`src/rtl/best_disp_select_if.sv`:
```
// Candidate/result bundle between the correlation accumulator and the best-disparity selector.
// The master side drives the candidates, and the slave side (the selector) reports the best match.
interface best_disp_select_if;
    logic        frame_start;
    logic [10:0] fsum;
    logic        valid;
    logic        last;
    logic [13:0] g2sum;
    logic [10:0] gsum;
    logic [13:0] fg;
    logic [5:0]  place;
    logic        busy;
    logic [5:0]  best_place;
    logic        best_valid;
    logic        done;
    logic        overrun;

    modport master (
        output frame_start, fsum, valid, last, g2sum, gsum, fg, place,
        input  busy, best_place, best_valid, done, overrun
    );

    modport slave (
        input  frame_start, fsum, valid, last, g2sum, gsum, fg, place,
        output busy, best_place, best_valid, done, overrun
    );
endinterface

```
`src/rtl/best_disp_select.sv`:
```
// Scores each candidate offset with a division-free normalized correlation (num^2/den),
// using one shared multiplier, and keeps the best place seen during the current matching frame.
module best_disp_select #(
    parameter int unsigned NPIX_LOG2 = 8
) (
    input  logic               clk,
    input  logic               rst,
    best_disp_select_if.slave  bus
);
    typedef enum logic [2:0] {
        S_IDLE,
        S_M1,
        S_M2,
        S_M3,
        S_M4,
        S_M5,
        S_UPD
    } state_t;

    state_t      r_state;
    logic [10:0] r_fsum;
    logic [10:0] r_gsum;
    logic [13:0] r_fg;
    logic [13:0] r_g2sum;
    logic [5:0]  r_place;
    logic        r_last;
    logic [22:0] r_num;
    logic [22:0] r_den;
    logic [43:0] r_sq_c;
    logic [65:0] r_p4;
    logic [65:0] r_p5;
    logic [43:0] r_sq_b;
    logic [22:0] r_den_b;
    logic        r_busy;
    logic [5:0]  r_best_place;
    logic        r_best_valid;
    logic        r_done;
    logic        r_overrun;

    logic [43:0] w_mul_a;
    logic [22:0] w_mul_b;
    logic [65:0] w_prod;
    logic [22:0] w_fg_sh;
    logic [22:0] w_g2_sh;
    logic        w_accept;
    logic        w_eligible;

    assign w_fg_sh    = 23'(r_fg) << NPIX_LOG2;
    assign w_g2_sh    = 23'(r_g2sum) << NPIX_LOG2;
    assign w_accept   = bus.valid && (bus.frame_start || r_state == S_IDLE);
    assign w_eligible = !r_num[22] && (|r_num) && !r_den[22] && (|r_den);

    // Operands of the single shared multiplier. Once eligibility holds, num and den are
    // positive and below 2^22, so their low 22 bits carry the full magnitude.
    always_comb begin
        w_mul_a = '0;
        w_mul_b = '0;
        case (r_state)
            S_M1: begin
                w_mul_a = 44'(r_fsum);
                w_mul_b = 23'(r_gsum);
            end
            S_M2: begin
                w_mul_a = 44'(r_gsum);
                w_mul_b = 23'(r_gsum);
            end
            S_M3: begin
                w_mul_a = 44'(r_num[21:0]);
                w_mul_b = {1'b0, r_num[21:0]};
            end
            S_M4: begin
                w_mul_a = r_sq_c;
                w_mul_b = r_den_b;
            end
            S_M5: begin
                w_mul_a = r_sq_b;
                w_mul_b = r_den;
            end
            default: begin
                w_mul_a = '0;
                w_mul_b = '0;
            end
        endcase
    end

    assign w_prod = {22'b0, w_mul_a} * {43'b0, w_mul_b};

    always_ff @(posedge clk) begin
        if (rst) begin
            r_state      <= S_IDLE;
            r_fsum       <= '0;
            r_gsum       <= '0;
            r_fg         <= '0;
            r_g2sum      <= '0;
            r_place      <= '0;
            r_last       <= 1'b0;
            r_num        <= '0;
            r_den        <= '0;
            r_sq_c       <= '0;
            r_p4         <= '0;
            r_p5         <= '0;
            r_sq_b       <= '0;
            r_den_b      <= '0;
            r_busy       <= 1'b0;
            r_best_place <= '0;
            r_best_valid <= 1'b0;
            r_done       <= 1'b0;
            r_overrun    <= 1'b0;
        end else begin
            r_done <= 1'b0;
            if (w_accept) begin
                r_fsum  <= bus.fsum;
                r_gsum  <= bus.gsum;
                r_fg    <= bus.fg;
                r_g2sum <= bus.g2sum;
                r_place <= bus.place;
                r_last  <= bus.last;
            end
            if (bus.frame_start) begin
                r_best_place <= '0;
                r_best_valid <= 1'b0;
                r_sq_b       <= '0;
                r_den_b      <= '0;
                r_overrun    <= 1'b0;
                r_busy       <= bus.valid;
                r_state      <= bus.valid ? S_M1 : S_IDLE;
            end else begin
                if (bus.valid && r_state != S_IDLE)
                    r_overrun <= 1'b1;
                case (r_state)
                    S_IDLE: begin
                        if (bus.valid) begin
                            r_busy  <= 1'b1;
                            r_state <= S_M1;
                        end
                    end
                    S_M1: begin
                        r_num   <= w_fg_sh - 23'(w_prod[21:0]);
                        r_state <= S_M2;
                    end
                    S_M2: begin
                        r_den   <= w_g2_sh - 23'(w_prod[21:0]);
                        r_state <= S_M3;
                    end
                    S_M3: begin
                        r_sq_c  <= w_prod[43:0];
                        r_state <= S_M4;
                    end
                    S_M4: begin
                        r_p4    <= w_prod;
                        r_state <= S_M5;
                    end
                    S_M5: begin
                        r_p5    <= w_prod;
                        r_state <= S_UPD;
                    end
                    S_UPD: begin
                        // Strict compare keeps the earlier candidate on a tie.
                        if (w_eligible && (!r_best_valid || r_p4 > r_p5)) begin
                            r_best_place <= r_place;
                            r_sq_b       <= r_sq_c;
                            r_den_b      <= r_den;
                            r_best_valid <= 1'b1;
                        end
                        r_done  <= r_last;
                        r_busy  <= 1'b0;
                        r_state <= S_IDLE;
                    end
                    default: begin
                        r_busy  <= 1'b0;
                        r_state <= S_IDLE;
                    end
                endcase
            end
        end
    end

    assign bus.busy       = r_busy;
    assign bus.best_place = r_best_place;
    assign bus.best_valid = r_best_valid;
    assign bus.done       = r_done;
    assign bus.overrun    = r_overrun;
endmodule

```
`src/flat_wrapper.sv`:
```
// flat-port wrapper written by rule: the top's interface ports become plain ports
module best_disp_select_flat 
#(
    parameter int unsigned NPIX_LOG2 = 8
)
  (clk, rst, bus_frame_start, bus_fsum, bus_valid, bus_last, bus_g2sum, bus_gsum, bus_fg, bus_place, bus_busy, bus_best_place, bus_best_valid, bus_done, bus_overrun);
  best_disp_select_if bus_i ();
  input  logic clk;
  input  logic rst;
  input wire logic [$bits(bus_i.frame_start)-1:0] bus_frame_start;
  input wire logic [$bits(bus_i.fsum)-1:0] bus_fsum;
  input wire logic [$bits(bus_i.valid)-1:0] bus_valid;
  input wire logic [$bits(bus_i.last)-1:0] bus_last;
  input wire logic [$bits(bus_i.g2sum)-1:0] bus_g2sum;
  input wire logic [$bits(bus_i.gsum)-1:0] bus_gsum;
  input wire logic [$bits(bus_i.fg)-1:0] bus_fg;
  input wire logic [$bits(bus_i.place)-1:0] bus_place;
  output wire logic [$bits(bus_i.busy)-1:0] bus_busy;
  output wire logic [$bits(bus_i.best_place)-1:0] bus_best_place;
  output wire logic [$bits(bus_i.best_valid)-1:0] bus_best_valid;
  output wire logic [$bits(bus_i.done)-1:0] bus_done;
  output wire logic [$bits(bus_i.overrun)-1:0] bus_overrun;
  assign bus_i.frame_start = bus_frame_start;
  assign bus_i.fsum = bus_fsum;
  assign bus_i.valid = bus_valid;
  assign bus_i.last = bus_last;
  assign bus_i.g2sum = bus_g2sum;
  assign bus_i.gsum = bus_gsum;
  assign bus_i.fg = bus_fg;
  assign bus_i.place = bus_place;
  assign bus_busy = bus_i.busy;
  assign bus_best_place = bus_i.best_place;
  assign bus_best_valid = bus_i.best_valid;
  assign bus_done = bus_i.done;
  assign bus_overrun = bus_i.overrun;
  best_disp_select #(.NPIX_LOG2(NPIX_LOG2)) u_core (.clk(clk), .rst(rst), .bus(bus_i));
endmodule
```
`config.mk`:
```
export PLATFORM = sky130hd
export DESIGN_NAME = best_disp_select_flat
export DESIGN_NICKNAME = d
export VERILOG_FILES = /design/src/rtl/best_disp_select_if.sv /design/src/rtl/best_disp_select.sv /design/src/flat_wrapper.sv
export SDC_FILE = /design/constraint.sdc
export NUM_CORES = 2
export LEC_CHECK = 0
export ABC_AREA = 1
export CORE_MARGIN = 4
export CORE_UTILIZATION = 50
export DETAILED_ROUTE_END_ITERATION = 12
export PLACE_DENSITY = 0.66
export SYNTH_ARGS = -nofsm -noshare
export SYNTH_HDL_FRONTEND = slang
export SYNTH_SLANG_ARGS = --single-unit
```
`constraint.sdc`:
```
create_clock -name clk -period 15.9 [get_ports clk]
set_input_delay 3.18 -clock clk [delete_from_list [all_inputs] [get_ports clk]]
set_output_delay 3.18 -clock clk [all_outputs]
set_load 0.02 [all_outputs]
```
== Word level (Yosys, flattened, before mapping) ==
Cells that the tools add are included.
Cells by class
  add/subtract/negate cells: 2
  multiplexer cells: 9
  $lt $le $gt $ge: 1
  $mul: 1
  eq/ne operators: 8
  reductions and logical operators: 26
  bitwise logic cells: 2
Operators with widths (count)
  $pmux 44 s5: 1
  $pmux 23 s4: 1
  $gt 66x66->1: 1
  $mul 44x23->66: 1
  $reduce_or 23->1: 2
  $sub 22x22->23: 2
  $pmux 3 s6: 1
  $reduce_and 2->1: 7
  $eq 3x3->1 const B: 3
  $eq 3x2->1 const B: 2
  $logic_and 1x1->1: 6
  $mux 3: 2
  $reduce_or 5->1: 1
  $reduce_or 2->1: 2
  $eq 3x1->1 const B: 1
  $logic_not 1->1: 3
  $logic_not 3->1: 1
  $mux 1: 3
  $ne 3x3->1 const B: 1
  $reduce_bool 3->1: 1
  $reduce_or 3->1: 1
  $logic_or 1x1->1: 2
  $ne 2x1->1 const B: 1
  $not 1->1: 2
  $pmux 1 s2: 1
Word-level totals
  register bits after elaboration: 359
  word-level logic and storage cells: 68
  bits of input ports: 61
  output and inout port bits: 10

== Depth between registers and ports, before layout ==
  word-level depth: 6
  depth in mapped cells: 49

== Worst setup path after synthesis ==
No wires, ideal clock.
  path kind: reg-to-reg
  start: register u_core.r_state[1]
  end: register u_core.r_den[21]
  required time: 15.791 ns
  arrival time: 7.774 ns
  stages on the path, launching flop included: 42
  setup slack: 8.017 ns
  path buffers: 4
  cell sequence: dfxtp_1 buf_6 inv_2 nand3_4 buf_6 inv_6 buf_6 buf_6 a221oi_2 nand2_2 inv_2 nor2_1 fa_1 fa_1 inv_1 fa_1 fa_1 fa_1 (+6 left out) nand2_1 nor2_1 nand4_1 o21ai_2 xor2_1 inv_1 ha_1 nand2_1 nor4_1 nand4_1 nand2_1 nand3_1 nand2_1 nand2_1 nand3_1 nand3_1 nand2_1 inv_1
On the way
  longest elaborated chain between the ends: 5
Ends and longest elaborated chain
  from (decl): RTL line best_disp_select.sv:20  | state_t r_state;
  from (signal assigned): RTL line best_disp_select.sv:126  | r_state <= bus.valid ? S_M1 : S_IDLE;
  $eq 3x1->1 / $eq 3x2->1 (equally long branches): RTL line best_disp_select.sv:58, best_disp_select.sv:130
  $reduce_or 2->1 (no source line)
  $pmux 23 s4: RTL line best_disp_select.sv:58  | case (r_state)
  $mul 44x23->66: RTL line best_disp_select.sv:86  | assign w_prod = {22'b0, w_mul_a} * {43'b0, w_mul_b};
  $sub 22x22->23: RTL line best_disp_select.sv:142  | r_den <= w_g2_sh - 23'(w_prod[21:0]);
  to (signal assigned): RTL line best_disp_select.sv:142
  to (decl): RTL line best_disp_select.sv:28  | logic [22:0] r_den;
Several ways; a longest one is shown, not always the timed one.
A chain may end at the register's enable or synchronous reset.

== Final worst setup path ==
  start: register u_core.r_state[2]
  end: register u_core.r_num[21]
On the way
  longest elaborated chain between the ends: 5
Ends and longest elaborated chain
  $eq 3x1->1 / $eq 3x2->1 (equally long branches): RTL line best_disp_select.sv:58, best_disp_select.sv:130
  $reduce_or 2->1 (no source line)
  $pmux 23 s4: RTL line best_disp_select.sv:58
  $mul 44x23->66: RTL line best_disp_select.sv:86
  $sub 22x22->23: RTL line best_disp_select.sv:138  | r_num <= w_fg_sh - 23'(w_prod[21:0]);
  to (signal assigned): RTL line best_disp_select.sv:138
  to (decl): RTL line best_disp_select.sv:27  | logic [22:0] r_num;
Several ways; a longest one is shown, not always the timed one.

==> results.toml <==
[run_status]
result_of_the_run = "finished, final reports clean"

[cts]
cts.hold.buffers_added = 0
htree_num_levels = 2
clock_latency_ns = 0.59
cts-buffers-inserted = 40
cts.clk_slew.worst_paths_ns = 0.06
ctsResizeCount = 0
cts.path.max_buffers = 3
cts-root-buf = "sky130_fd_sc_hd__clkbuf_16"
clock_tree_from_tritoncts = "yes"
post_cts.repair.setup_buffers = 0
numClockSinks = 359

[critical_path]
critPathSlowestCell = "sky130_fd_sc_hd__inv_1"
path_max_fanout = 37
reg2reg_setup_slack_ns = 5.59
crit_required_ns = 16.38
cp_class = "reg2reg"
cp-start-kind = "flop"
timing.critical_path.arrival_ns = 10.79
cpPeakStageDelay_ns = 0.77
critPathTopFamily = "adder cells"
crit_buf_inv = 7
timing.critical_path.to_type = "flop"

[worst_hold_path]
worst_hold_path_type = "reg2reg"

[synthesis]
synth.net_count = 7893
synth_area_um2 = 50700
synthesis.instances = 6673
synthArstFlopShare_pct = 0
synthDominantAreaCellType = "sky130_fd_sc_hd__fa_1"
avgSynthCellArea_um2 = 7.59
synth_edf_count = 0
synth-warning-count = 0
synth_flop_cell = "sky130_fd_sc_hd__dfxtp_1"
yosysUniqueCellTypes = 65
synth_top_cells_by_count = "sky130_fd_sc_hd__inv_1 (1615), sky130_fd_sc_hd__nand2_1 (1376), sky130_fd_sc_hd__fa_1 (878)"
synth.most_common_cell = "sky130_fd_sc_hd__inv_1"
ys_seq_elements = 359
yosysSeqAreaShare_pct = 14.2
ys_top_cells_by_area = "sky130_fd_sc_hd__fa_1 (35%), sky130_fd_sc_hd__dfxtp_1 (14%), sky130_fd_sc_hd__inv_1 (12%)"
synth_top_area_share_pct = 34.7

[sta]
clock.fmax_mhz = 97.0
final.setup.worst_slack_ns = 5.59
layout_worst_path_cycle_share_pct = 64.8
rsz0062_at_grt = "false"
timing.final.max_slew_violations = 0
hold_viol_final = 0
finalSetupViolCount = 0
slew_headroom_pct = 17.0
totalNegativeSetupSlack_ns = 0
tightest_slew_ns = 1.24
worst_clock_skew_ns = 0.0330
timing.final.crit_period_ns = 10.31

[floorplan]
die-height_um = 326
fp.dieW_um = 326
floorplan.core_area_um2 = 100000
dieArea_um2 = 107000
floorplan.initialDensity_pct = 50.5
io_pins = 71
placement_rows = 116

[grt]
grt_util_met1_pct = 44.5
grt.met2_usage_pct = 49.2
top_usage_layer = "met2"
global_route.usage.met3_pct = 4.72
grt.total_usage_pct = 31.3
grt_overflow_total = 0
grt_pass1_wl_mm = 258
grt_antenna_before_repair = 1
grt_pass1_vias = 44300
grt_start_max_net_pins = 99

[finish]
fill_cells = 9916
post_route_cells_drive_above_1_share_pct = 4.03
area_growth_pct = 5.95
insertedDiodeCount = 0
nets = 7773

[placement]
place.detailed.hpwl_mm = 131
port_buffers = 70
worst_setup_slack_post_dpl_ns = 5.68
gp_congestion = 0.981

[power]
power.ir.vdd_worst_uv = 98.1
pd_cells_nw_per_um2 = 41.3
p_leak_uw = 0.0250
total_power_uw = 2220

[flow_run]
cap_violations = 0

[routing]
drt_first_iter_violations = 4055
drt-total-wl_mm = 165
drtAntennaViolNets = 0
number_of_remaining_drc_errors = 0
detailroute.via_count = 43100
drt_first_pass_iters = 6
post_drt_via_cell_ratio = 5.43
routedWlPerCell_um = 20.8
## final timing paths
check | startpoint | to | cells after the start
max | u_core.r_state[2] | u_core.r_num[21] | 34
max reg2reg | u_core.r_state[2] | u_core.r_num[21] | 34
min | u_core.r_place[0] | u_core.r_place[0] | 2
min reg2reg | u_core.r_place[0] | u_core.r_place[0] | 2
## registers in the layout, indices dropped and copies added (netlist names), 23 cells and up
signal / cells
u_core.r_sq_b: 44
u_core.r_den: 23
u_core.r_num: 23
u_core.r_sq_c: 44
u_core.r_p4: 66
u_core.r_den_b: 23
u_core.r_p5: 66
## placed cells by master (no fill, tap or decap), types with 8 or more instances in the layout
cell type                         count
sky130_fd_sc_hd__a21o_1              11
sky130_fd_sc_hd__a21oi_1            288
sky130_fd_sc_hd__a31oi_1             11
sky130_fd_sc_hd__buf_4               68
sky130_fd_sc_hd__clkbuf_1             8
sky130_fd_sc_hd__clkbuf_16           40
sky130_fd_sc_hd__clkbuf_8            11
sky130_fd_sc_hd__clkdlybuf4s50_1     69
sky130_fd_sc_hd__dfxtp_1            359
sky130_fd_sc_hd__fa_1               878
sky130_fd_sc_hd__ha_1               281
sky130_fd_sc_hd__inv_1             1612
sky130_fd_sc_hd__inv_2               32
sky130_fd_sc_hd__nand2_1           1375
sky130_fd_sc_hd__nand2_2             12
sky130_fd_sc_hd__nand3_1            249
sky130_fd_sc_hd__nand4_1             44
sky130_fd_sc_hd__nor2_1             602
sky130_fd_sc_hd__nor3_1              25
sky130_fd_sc_hd__nor4_1              13
sky130_fd_sc_hd__o211ai_1            70
sky130_fd_sc_hd__o21a_1              24
sky130_fd_sc_hd__o21ai_0            257
sky130_fd_sc_hd__o21ai_1             16
sky130_fd_sc_hd__o21ai_2             16
sky130_fd_sc_hd__o21bai_1            22
sky130_fd_sc_hd__xnor2_1             13
sky130_fd_sc_hd__xor2_1              37
## through the flow
| stage | area [um2] | hold slack, ns | utilization [%] | cells |
|---|---|---|---|---|
| after floorplan | 50700 | 0.423 | - | 6673 |
| after global placement | 52400 | 0.437 | 52.2 | 7868 |
| after detailed placement | 52400 | 0.438 | 52.2 | 7868 |
| after CTS | 53700 | 0.459 | 53.5 | 7939 |
| after global routing | 53700 | 0.486 | 53.5 | 7939 |
| final | 53700 | 0.456 | 53.5 | 7939 |
## report_power, final
group          switching, uW  total, uW  internal [uW]  leakage, uW
Combinational            226        324           97.9       0.0215
Clock                    409        961            552     0.000651
Sequential              14.5        934            920      0.00291
## area by class of cell
| class | instances | area (um2) | share of cell area, % |
|---|---|---|---|
| well taps | 1357 | 1700 | 3.16 |
| clock inverters | 12 | 155 | 0.289 |
| repair buffers | 137 | 1200 | 2.24 |
| inverters | 1654 | 6220 | 11.6 |
| multi-input cells | 4361 | 36000 | 67.1 |
| flip-flops and latches | 359 | 7190 | 13.4 |
| clock buffers | 59 | 1180 | 2.20 |
## per-layer routing
layer	vias to the layer above	share of wire [%]
met5	-	0.0097
met4	2	3.9
met3	332	8.2
met2	1778	44
met1	21400	44
li1	19600	-
## logic make-up after synthesis
group	count (synthesis)	share of synthesized area (%)
adders and majority gates	1159	41.6
and+or+nand+nor	2372	19.3
buffers and inverters	1953	15.0
AOI/OAI and AO/OA	779	8.99
xor gates and xnor gates	51	0.909
DFF	359	14.2
## tightest hold or removal path, stage by stage, from the launching register on
cell                      delay [ns]
sky130_fd_sc_hd__dfxtp_1        0.30
sky130_fd_sc_hd__inv_1          0.06
sky130_fd_sc_hd__a21oi_1        0.05
(Power assumes the default switching activity.)
